`src/rtl/ir_cmd_ctrl.sv`:
```
// IR key-event controller: turns NEC frames and repeat codes into PRESS/HOLD/RELEASE
// events and buffers them in a small FIFO toward a ready/valid consumer.
module ir_cmd_ctrl #(
    parameter int unsigned RELEASE_TIMEOUT = 6_000_000,
    parameter int unsigned HOLD_THRESH     = 3,
    parameter int unsigned HOLD_DIV        = 2,
    parameter int unsigned FIFO_DEPTH      = 4
) (
    input  logic       sys_clk,
    input  logic       sys_rst_n,
    input  logic [7:0] ifr_data,
    input  logic       ifr_valid,
    input  logic       repeat_en,
    input  logic       cmd_ready,
    output logic       cmd_valid,
    output logic [1:0] cmd_type,
    output logic [7:0] cmd_data,
    output logic       overflow,
    output logic       key_active
);

    localparam int unsigned TMR_W   = $clog2(RELEASE_TIMEOUT + 1);
    localparam int unsigned CNT_MAX = (HOLD_THRESH > HOLD_DIV) ? HOLD_THRESH : HOLD_DIV;
    localparam int unsigned CNT_W   = $clog2(CNT_MAX + 1);
    localparam int unsigned PTR_W   = (FIFO_DEPTH > 1) ? $clog2(FIFO_DEPTH) : 1;
    localparam int unsigned FILL_W  = $clog2(FIFO_DEPTH + 1);

    localparam logic [1:0] TYPE_PRESS   = 2'b01;
    localparam logic [1:0] TYPE_HOLD    = 2'b10;
    localparam logic [1:0] TYPE_RELEASE = 2'b11;

    typedef enum logic [1:0] {
        S_IDLE    = 2'd0,
        S_PRESSED = 2'd1,
        S_HELD    = 2'd2
    } state_e;

    typedef struct packed {
        logic [1:0] typ;
        logic [7:0] data;
    } event_t;

    state_e              state_q, state_d;
    logic   [7:0]        key_q, key_d;
    logic   [TMR_W-1:0]  timer_q, timer_d;
    logic   [CNT_W-1:0]  cnt_q, cnt_d;
    logic                pend_q, pend_d;
    logic                rep_q;
    logic                enq_q, enq_d;
    event_t              enq_ev_q, enq_ev_d;
    logic                key_active_q, key_active_d;

    event_t              mem_q [FIFO_DEPTH];
    event_t              mem_d [FIFO_DEPTH];
    logic   [PTR_W-1:0]  wr_ptr_q, wr_ptr_d;
    logic   [PTR_W-1:0]  rd_ptr_q, rd_ptr_d;
    logic   [FILL_W-1:0] fill_q, fill_d;
    logic                cmd_valid_q, cmd_valid_d;
    event_t              cmd_ev_q, cmd_ev_d;
    logic                overflow_q, overflow_d;

    logic                rep_edge;
    logic                fsm_enq;
    event_t              fsm_ev;
    logic   [CNT_W-1:0]  cnt_next;
    logic                pop;
    logic                push;
    logic                full;

    assign rep_edge = repeat_en & ~rep_q;
    assign cnt_next = cnt_q + CNT_W'(1);

    // Key state machine; a pending PRESS after a key change owns the enqueue slot that cycle
    always_comb begin
        state_d  = state_q;
        key_d    = key_q;
        timer_d  = timer_q;
        cnt_d    = cnt_q;
        pend_d   = 1'b0;
        fsm_enq  = 1'b0;
        fsm_ev   = '0;
        unique case (state_q)
            S_IDLE: begin
                if (ifr_valid) begin
                    fsm_enq = 1'b1;
                    fsm_ev  = '{typ: TYPE_PRESS, data: ifr_data};
                    key_d   = ifr_data;
                    timer_d = '0;
                    cnt_d   = '0;
                    state_d = S_PRESSED;
                end
            end
            S_PRESSED, S_HELD: begin
                if (ifr_valid) begin
                    timer_d = '0;
                    cnt_d   = '0;
                    state_d = S_PRESSED;
                    if (ifr_data != key_q) begin
                        fsm_enq = 1'b1;
                        fsm_ev  = '{typ: TYPE_RELEASE, data: key_q};
                        key_d   = ifr_data;
                        pend_d  = 1'b1;
                    end
                end else if (rep_edge) begin
                    timer_d = '0;
                    if ((state_q == S_PRESSED) && (cnt_next == CNT_W'(HOLD_THRESH))) begin
                        fsm_enq = 1'b1;
                        fsm_ev  = '{typ: TYPE_HOLD, data: key_q};
                        cnt_d   = '0;
                        state_d = S_HELD;
                    end else if ((state_q == S_HELD) && (cnt_next == CNT_W'(HOLD_DIV))) begin
                        fsm_enq = 1'b1;
                        fsm_ev  = '{typ: TYPE_HOLD, data: key_q};
                        cnt_d   = '0;
                    end else begin
                        cnt_d = cnt_next;
                    end
                end else if (timer_q == TMR_W'(RELEASE_TIMEOUT - 1)) begin
                    fsm_enq = 1'b1;
                    fsm_ev  = '{typ: TYPE_RELEASE, data: key_q};
                    timer_d = '0;
                    cnt_d   = '0;
                    state_d = S_IDLE;
                end else begin
                    timer_d = timer_q + TMR_W'(1);
                end
            end
            default: state_d = S_IDLE;
        endcase

        enq_d        = pend_q | fsm_enq;
        enq_ev_d     = pend_q ? '{typ: TYPE_PRESS, data: key_q} : fsm_ev;
        key_active_d = (state_d != S_IDLE);
    end

    // Event FIFO with registered head; a full queue still accepts when the head pops
    always_comb begin
        pop        = cmd_valid_q & cmd_ready;
        full       = (fill_q == FILL_W'(FIFO_DEPTH));
        push       = enq_q & (~full | pop);
        overflow_d = enq_q & full & ~pop;

        mem_d = mem_q;
        if (push) begin
            mem_d[wr_ptr_q] = enq_ev_q;
        end

        rd_ptr_d = rd_ptr_q;
        if (pop) begin
            rd_ptr_d = (rd_ptr_q == PTR_W'(FIFO_DEPTH - 1)) ? '0 : rd_ptr_q + PTR_W'(1);
        end
        wr_ptr_d = wr_ptr_q;
        if (push) begin
            wr_ptr_d = (wr_ptr_q == PTR_W'(FIFO_DEPTH - 1)) ? '0 : wr_ptr_q + PTR_W'(1);
        end

        fill_d = fill_q;
        if (push && !pop) begin
            fill_d = fill_q + FILL_W'(1);
        end else if (!push && pop) begin
            fill_d = fill_q - FILL_W'(1);
        end

        cmd_valid_d = (fill_d != '0);
        if (fill_d == '0) begin
            cmd_ev_d = '0;
        end else if (push && (wr_ptr_q == rd_ptr_d)) begin
            cmd_ev_d = enq_ev_q;
        end else begin
            cmd_ev_d = mem_q[rd_ptr_d];
        end
    end

    always_ff @(posedge sys_clk or negedge sys_rst_n) begin
        if (!sys_rst_n) begin
            state_q      <= S_IDLE;
            key_q        <= '0;
            timer_q      <= '0;
            cnt_q        <= '0;
            pend_q       <= 1'b0;
            rep_q        <= 1'b0;
            enq_q        <= 1'b0;
            enq_ev_q     <= '0;
            key_active_q <= 1'b0;
            mem_q        <= '{default: '0};
            wr_ptr_q     <= '0;
            rd_ptr_q     <= '0;
            fill_q       <= '0;
            cmd_valid_q  <= 1'b0;
            cmd_ev_q     <= '0;
            overflow_q   <= 1'b0;
        end else begin
            state_q      <= state_d;
            key_q        <= key_d;
            timer_q      <= timer_d;
            cnt_q        <= cnt_d;
            pend_q       <= pend_d;
            rep_q        <= repeat_en;
            enq_q        <= enq_d;
            enq_ev_q     <= enq_ev_d;
            key_active_q <= key_active_d;
            mem_q        <= mem_d;
            wr_ptr_q     <= wr_ptr_d;
            rd_ptr_q     <= rd_ptr_d;
            fill_q       <= fill_d;
            cmd_valid_q  <= cmd_valid_d;
            cmd_ev_q     <= cmd_ev_d;
            overflow_q   <= overflow_d;
        end
    end

    assign cmd_valid  = cmd_valid_q;
    assign cmd_type   = cmd_ev_q.typ;
    assign cmd_data   = cmd_ev_q.data;
    assign overflow   = overflow_q;
    assign key_active = key_active_q;

endmodule
```
`config.mk`:
```
export PLATFORM = sky130hd
export DESIGN_NAME = ir_cmd_ctrl
export DESIGN_NICKNAME = d
export VERILOG_FILES = /design/src/rtl/ir_cmd_ctrl.sv
export SDC_FILE = /design/constraint.sdc
export NUM_CORES = 1
export LEC_CHECK = 0
export ABC_AREA = 1
export CORE_UTILIZATION = 25
export DETAILED_ROUTE_END_ITERATION = 12
export GPL_TIMING_DRIVEN = 0
export SETUP_SLACK_MARGIN = 0.02
export SKIP_CTS_REPAIR_TIMING = 1
export SLEW_MARGIN = 20
export SYNTH_ARGS = -nofsm -noshare
export SYNTH_HDL_FRONTEND = slang
export SYNTH_SLANG_ARGS = --single-unit
```
`constraint.sdc`:
```
create_clock -name sys_clk -period 4.6 [get_ports sys_clk]
set_input_delay 0.46 -clock sys_clk [delete_from_list [all_inputs] [get_ports sys_clk]]
set_output_delay 0.46 -clock sys_clk [all_outputs]
set_load 0.03 [all_outputs]
```
---- Word-level counts from Yosys, hierarchy flattened ----
Cells that the tools add are included.
word-level totals
  register bits after elaboration ......... 108
  bits of input ports ..................... 13
  output and inout bits ................... 13
  word-level logic and storage cells ...... 131
operators by class
  add/subtract/negate cells ............... 6
  $lt $le $gt $ge ......................... 3
  equality and inequality tests ........... 14
  muxes and demuxes ....................... 54
  bitwise logic cells ..................... 12
  reduce and logical (&&, ||, !) cells .... 17
operators by type and width
  cell                                           number
  two-way mux 10 bit                             12
  two-way mux 23 bit                             4
  case mux 23 bit (2 select lines)               1
  bitwise mux 40 bit                             1
  two-way mux 2 bit                              14
  two-way mux 8 bit                              3
  adder 23 x 1 -> 23 bit, second input constant  1
  equality test 23 bit, second input constant    1
  binary-select mux 10 bit (select 2 bit)        1
  demux 10 bit (select 2 bit)                    1
  case mux 10 bit (2 select lines)               1
  case mux 8 bit (2 select lines)                1
  equality test 2 bit, second input constant     5
  two-way mux 1 bit                              9
  two-way mux 9 bit                              1
  != test 8 bit                                  1
  case mux 2 bit (2 select lines)                2
  adder 2 x 1 -> 2 bit, second input constant    3
  >= comparator 3 bit, second input constant     2
  logical AND 1 bit                              6
  two-way mux 3 bit                              2
  != test 2 bit, second input constant           3
  NOT 2 -> 3 bit                                 2
  AND 1 bit                                      5
  other kinds (19)                               24

---- Logic depth before layout (Yosys ltp) ----
  depth after elaboration ................. 10
  depth in mapped cells ................... 13
  depth with buffers taken out ............ 13

---- Worst setup path before layout ----
OpenSTA, ideal clock, no wires.
  kind .................................... register -> register
  from .................................... register cmd_valid_q, in the netlist cmd_valid
  to ...................................... register cmd_ev_q, in the netlist cmd_data[0]
  setup time .............................. 122 ps
  arrival time ............................ 1679 ps
  required time ........................... 4478 ps
  setup slack ............................. 2799 ps
  cell stages (with the launch flop) ...... 11
  path buffers ............................ 1
  clock period less this slack ............ 1801 ps
  path through ............................ dfrtp_1 > nand2_2 > a31oi_4 > nand2_2 > nand2_2 > nor2_1 > nor2_2 > nand2_1 > nor2_2 > buf_6 > nor2_2
RTL lines
  what                    line  source
  from (decl)             58    logic cmd_valid_q, cmd_valid_d;
  from (signal assigned)  206   cmd_valid_q <= cmd_valid_d;
  to (signal assigned)    207   cmd_ev_q <= cmd_ev_d;
  to (decl)               59    event_t cmd_ev_q, cmd_ev_d;

==> impl_metrics.yaml <==
grt:
  grt_pass1_wl_mm: 20.1
  track_usage: 0.116
  grt_max_degree: 58
  grt_pass1_vias: 4068
  overflow: 0
  antenna_found_initial: 0
drt:
  postRouteAntennaNets: 0
  dr.pass1.iters: 4
  first_iter_violations: 253
  wire_per_inst_um: 12.2
  vias: 4183
  drt-vias-per-instance: 4.28
  drc: 0
  wirelength_mm: 12.0
place:
  dpl.hpwl_mm: 8.16
  numPortBuffers: 25
  place_inst: 961
  postPlaceCellArea_um2: 5930
  gp_congestion: 0.774
sta:
  slew_headroom: 0.385
  finalClockSkew_ns: 0.00846
  fmax_mhz: 462
  period_minus_slack_ns: 2.16
  maxSlewViolCount: 0
  rsz0062_at_grt: "no"
  setup_viol: 0
  fin_crit_sh: 0.470
  tns_ns: 0
  worstMarginPinSlew_ns: 0.915
  hold_violations: 0
synthesis:
  ys_ff_latch: 108
  yosysTopAreaCellShare: 0.508
  avgSynthCellArea_um2: 7.99
  synth_edf_count: 0
  synth-warning-count: 0
  postSynth.asyncResetShare: 1.00
  synth_area_leader_cell: "dfrtp_1"
  syn-num-nets: 693
  synthDistinctLibCells: 34
  seq_area_frac_synth: 0.508
  synth_area_leaders: "dfrtp_1, nand2_1, o21ai_0, inv_1, nand3_1"
  syn_inst: 665
  syn_area_um2: 5320
  synth_ff_type: "dfrtp_1"
finish:
  antennaDiodeCount: 0
  fin_cells: 977
  synthToLayoutAreaGrowth_pct: 16.9
  fin_util: 0.302
  finish.instance_area_um2: 6220
  layout-drive-gt1-share: 0.0693
  fin_nets: 730
setup_path:
  critical_path_arrival_ns: 2.46
  startpoint: "cmd_ready"
  start_kind: "primary input"
  path_max_fanout: 10
  critPathKind: "in -> reg"
  cp.required_ns: 4.90
  r2r-start: "rd_ptr_q[0]"
  crit_top_cell: "nand2_1"
  path_cells: "clkdlybuf4s50_1 -> nand2_2 -> nand2_1 -> nand2_1 -> inv_1 -> clkbuf_1 -> nand2_1 -> nand3_1 -> nand2_1 -> nand2_1 -> o21ai_0 -> nor2_2"
  slowest_delay_ns: 0.49
  end_kind: "flop"
  cp_slowest_cell: "clkdlybuf4s50_1"
clock_network:
  clock_path_buffers: 2
  htreeDepth: 3
  tritoncts: "done"
  cts.sinks: 108
  cts_root_buf: "clkbuf_16"
  numCtsBuffers: 9
  path_clk_slew_ns: 0.08
  clk_latency_ns: 0.36
floorplan:
  fp.dieW_um: 148
  core_um2: 20600
  start_util: 0.259
  rows: 52
  dieArea_um2: 21800
  io_pins: 26
  die_h_um: 148
power:
  peakVddDrop_uv: 246
  p_per_area_nw_per_um2: 626
  p_total_mw: 3.89
  p_leak_nw: 2.87
min_path:
  hp-class: "in -> async"
status:
  status: "finished clean"
run:
  cap_violations: 0
[synthesized netlist by cell type (all sizes together), types with 3 or more instances]
cell type / number
nand3: 42
nor3: 7
a31oi: 5
nand4: 4
xnor2: 9
xor2: 5
clkbuf: 14
o21ai: 70
inv: 71
dfrtp: 108
a21oi: 7
nor4: 3
ha: 15
buf: 6
nand2: 224
nor2: 67
[worst max-delay path, delay by kind of cell]
family,cells,cell delay (ns)
AOI/OAI and AO/OA,1,0.14
buffers and inverters,3,1.06
and+or+nand+nor,8,0.80
[path summary, 6_finish.rpt]
| kind | slack, ns | cells after the start | end |
|---|---|---|---|
| max reg2reg | 2.50 | 11 | cmd_type[0] |
| min in group sys_clk | 0.49 | 2 | mem_q[10] |
| min | 0.04 | 1 | fill_q[0] |
| max in group asynchronous | 3.88 | 2 | state_q[0] |
| min reg2reg | 0.49 | 2 | mem_q[10] |
| max | 2.44 | 12 | cmd_type[0] |
[flip-flops by register name, summed over array words and instances, names as in the netlist]
register / count
enq_ev_q: 10
wr_ptr_q: 2
pend_q: 1
cmd_data: 8
rep_q: 1
rd_ptr_q: 2
fill_q: 3
overflow: 1
cmd_type: 2
mem_q: 40
cmd_valid: 1
timer_q: 23
state_q: 2
key_q: 8
enq_q: 1
cnt_q: 2
key_active: 1
[layout make-up]
type	count	area [um2]
flip-flops and latches	108	2700
clock buffers	10	229
fillers	2225	14300
multi-input cells	466	2260
plain buffers	20	87.6
well taps	270	338
clock inverters	6	55.1
inverters	71	267
repair buffers	26	279
[cell families (layout without fill, tap and decap cells)]
family,after synthesis,in the layout,share of synthesized area
AND/OR/NAND/NOR,351,351,0.278
flip-flops,108,108,0.508
buffers and inverters,91,133,0.0666
AO/OA/AOI/OAI,86,86,0.0873
adder cells (fa/ha/maj),15,15,0.0353
XOR/XNOR,14,14,0.0245
[report_power, final]
group	internal (mW)	switching, mW	leakage, nW
registers	1.27	0.189	1.39
clock network	0.378	0.374	0.133
logic	0.583	1.10	1.34
total	2.23	1.66	2.87
[metal layers]
layer	share of wire	routed length, um	GRT usage	vias to the layer above
met2	0.47	5630	0.188	70
met1	0.48	5800	0.152	1937
met5	0	0	0	-
li1	-	-	-	2166
met3	0.038	456	0.0287	10
met4	0.0061	73	0.0356	0
[per-stage QoR]
step | setup slack, ns | hold WS (ns)
after floorplan | 2.80 | 0.164
after global placement | -1.24 | 0.467
after detailed placement | 2.09 | 0.447
after CTS | 2.46 | 0.0546
after global routing | 2.23 | 0.0722
final | 2.44 | 0.0395
[layout by cell type (no fill, tap or decap), drive strengths merged]
cell type	instances
xor2	5
clkinv	1
dfrtp	108
nor2	67
nand2	224
o21bai	1
nor3b	1
ha	15
nand3	42
nor3	7
clkinvlp	2
nor4	3
a22o	1
clkdlybuf4s50	24
xnor2	9
inv	74
o2bb2ai	1
buf	8
o21ai	70
a21oi	7
a31oi	5
nand3b	1
clkbuf	24
a211oi	1
nand4	4
or2	2
Power figures use the tool's default switching activity.
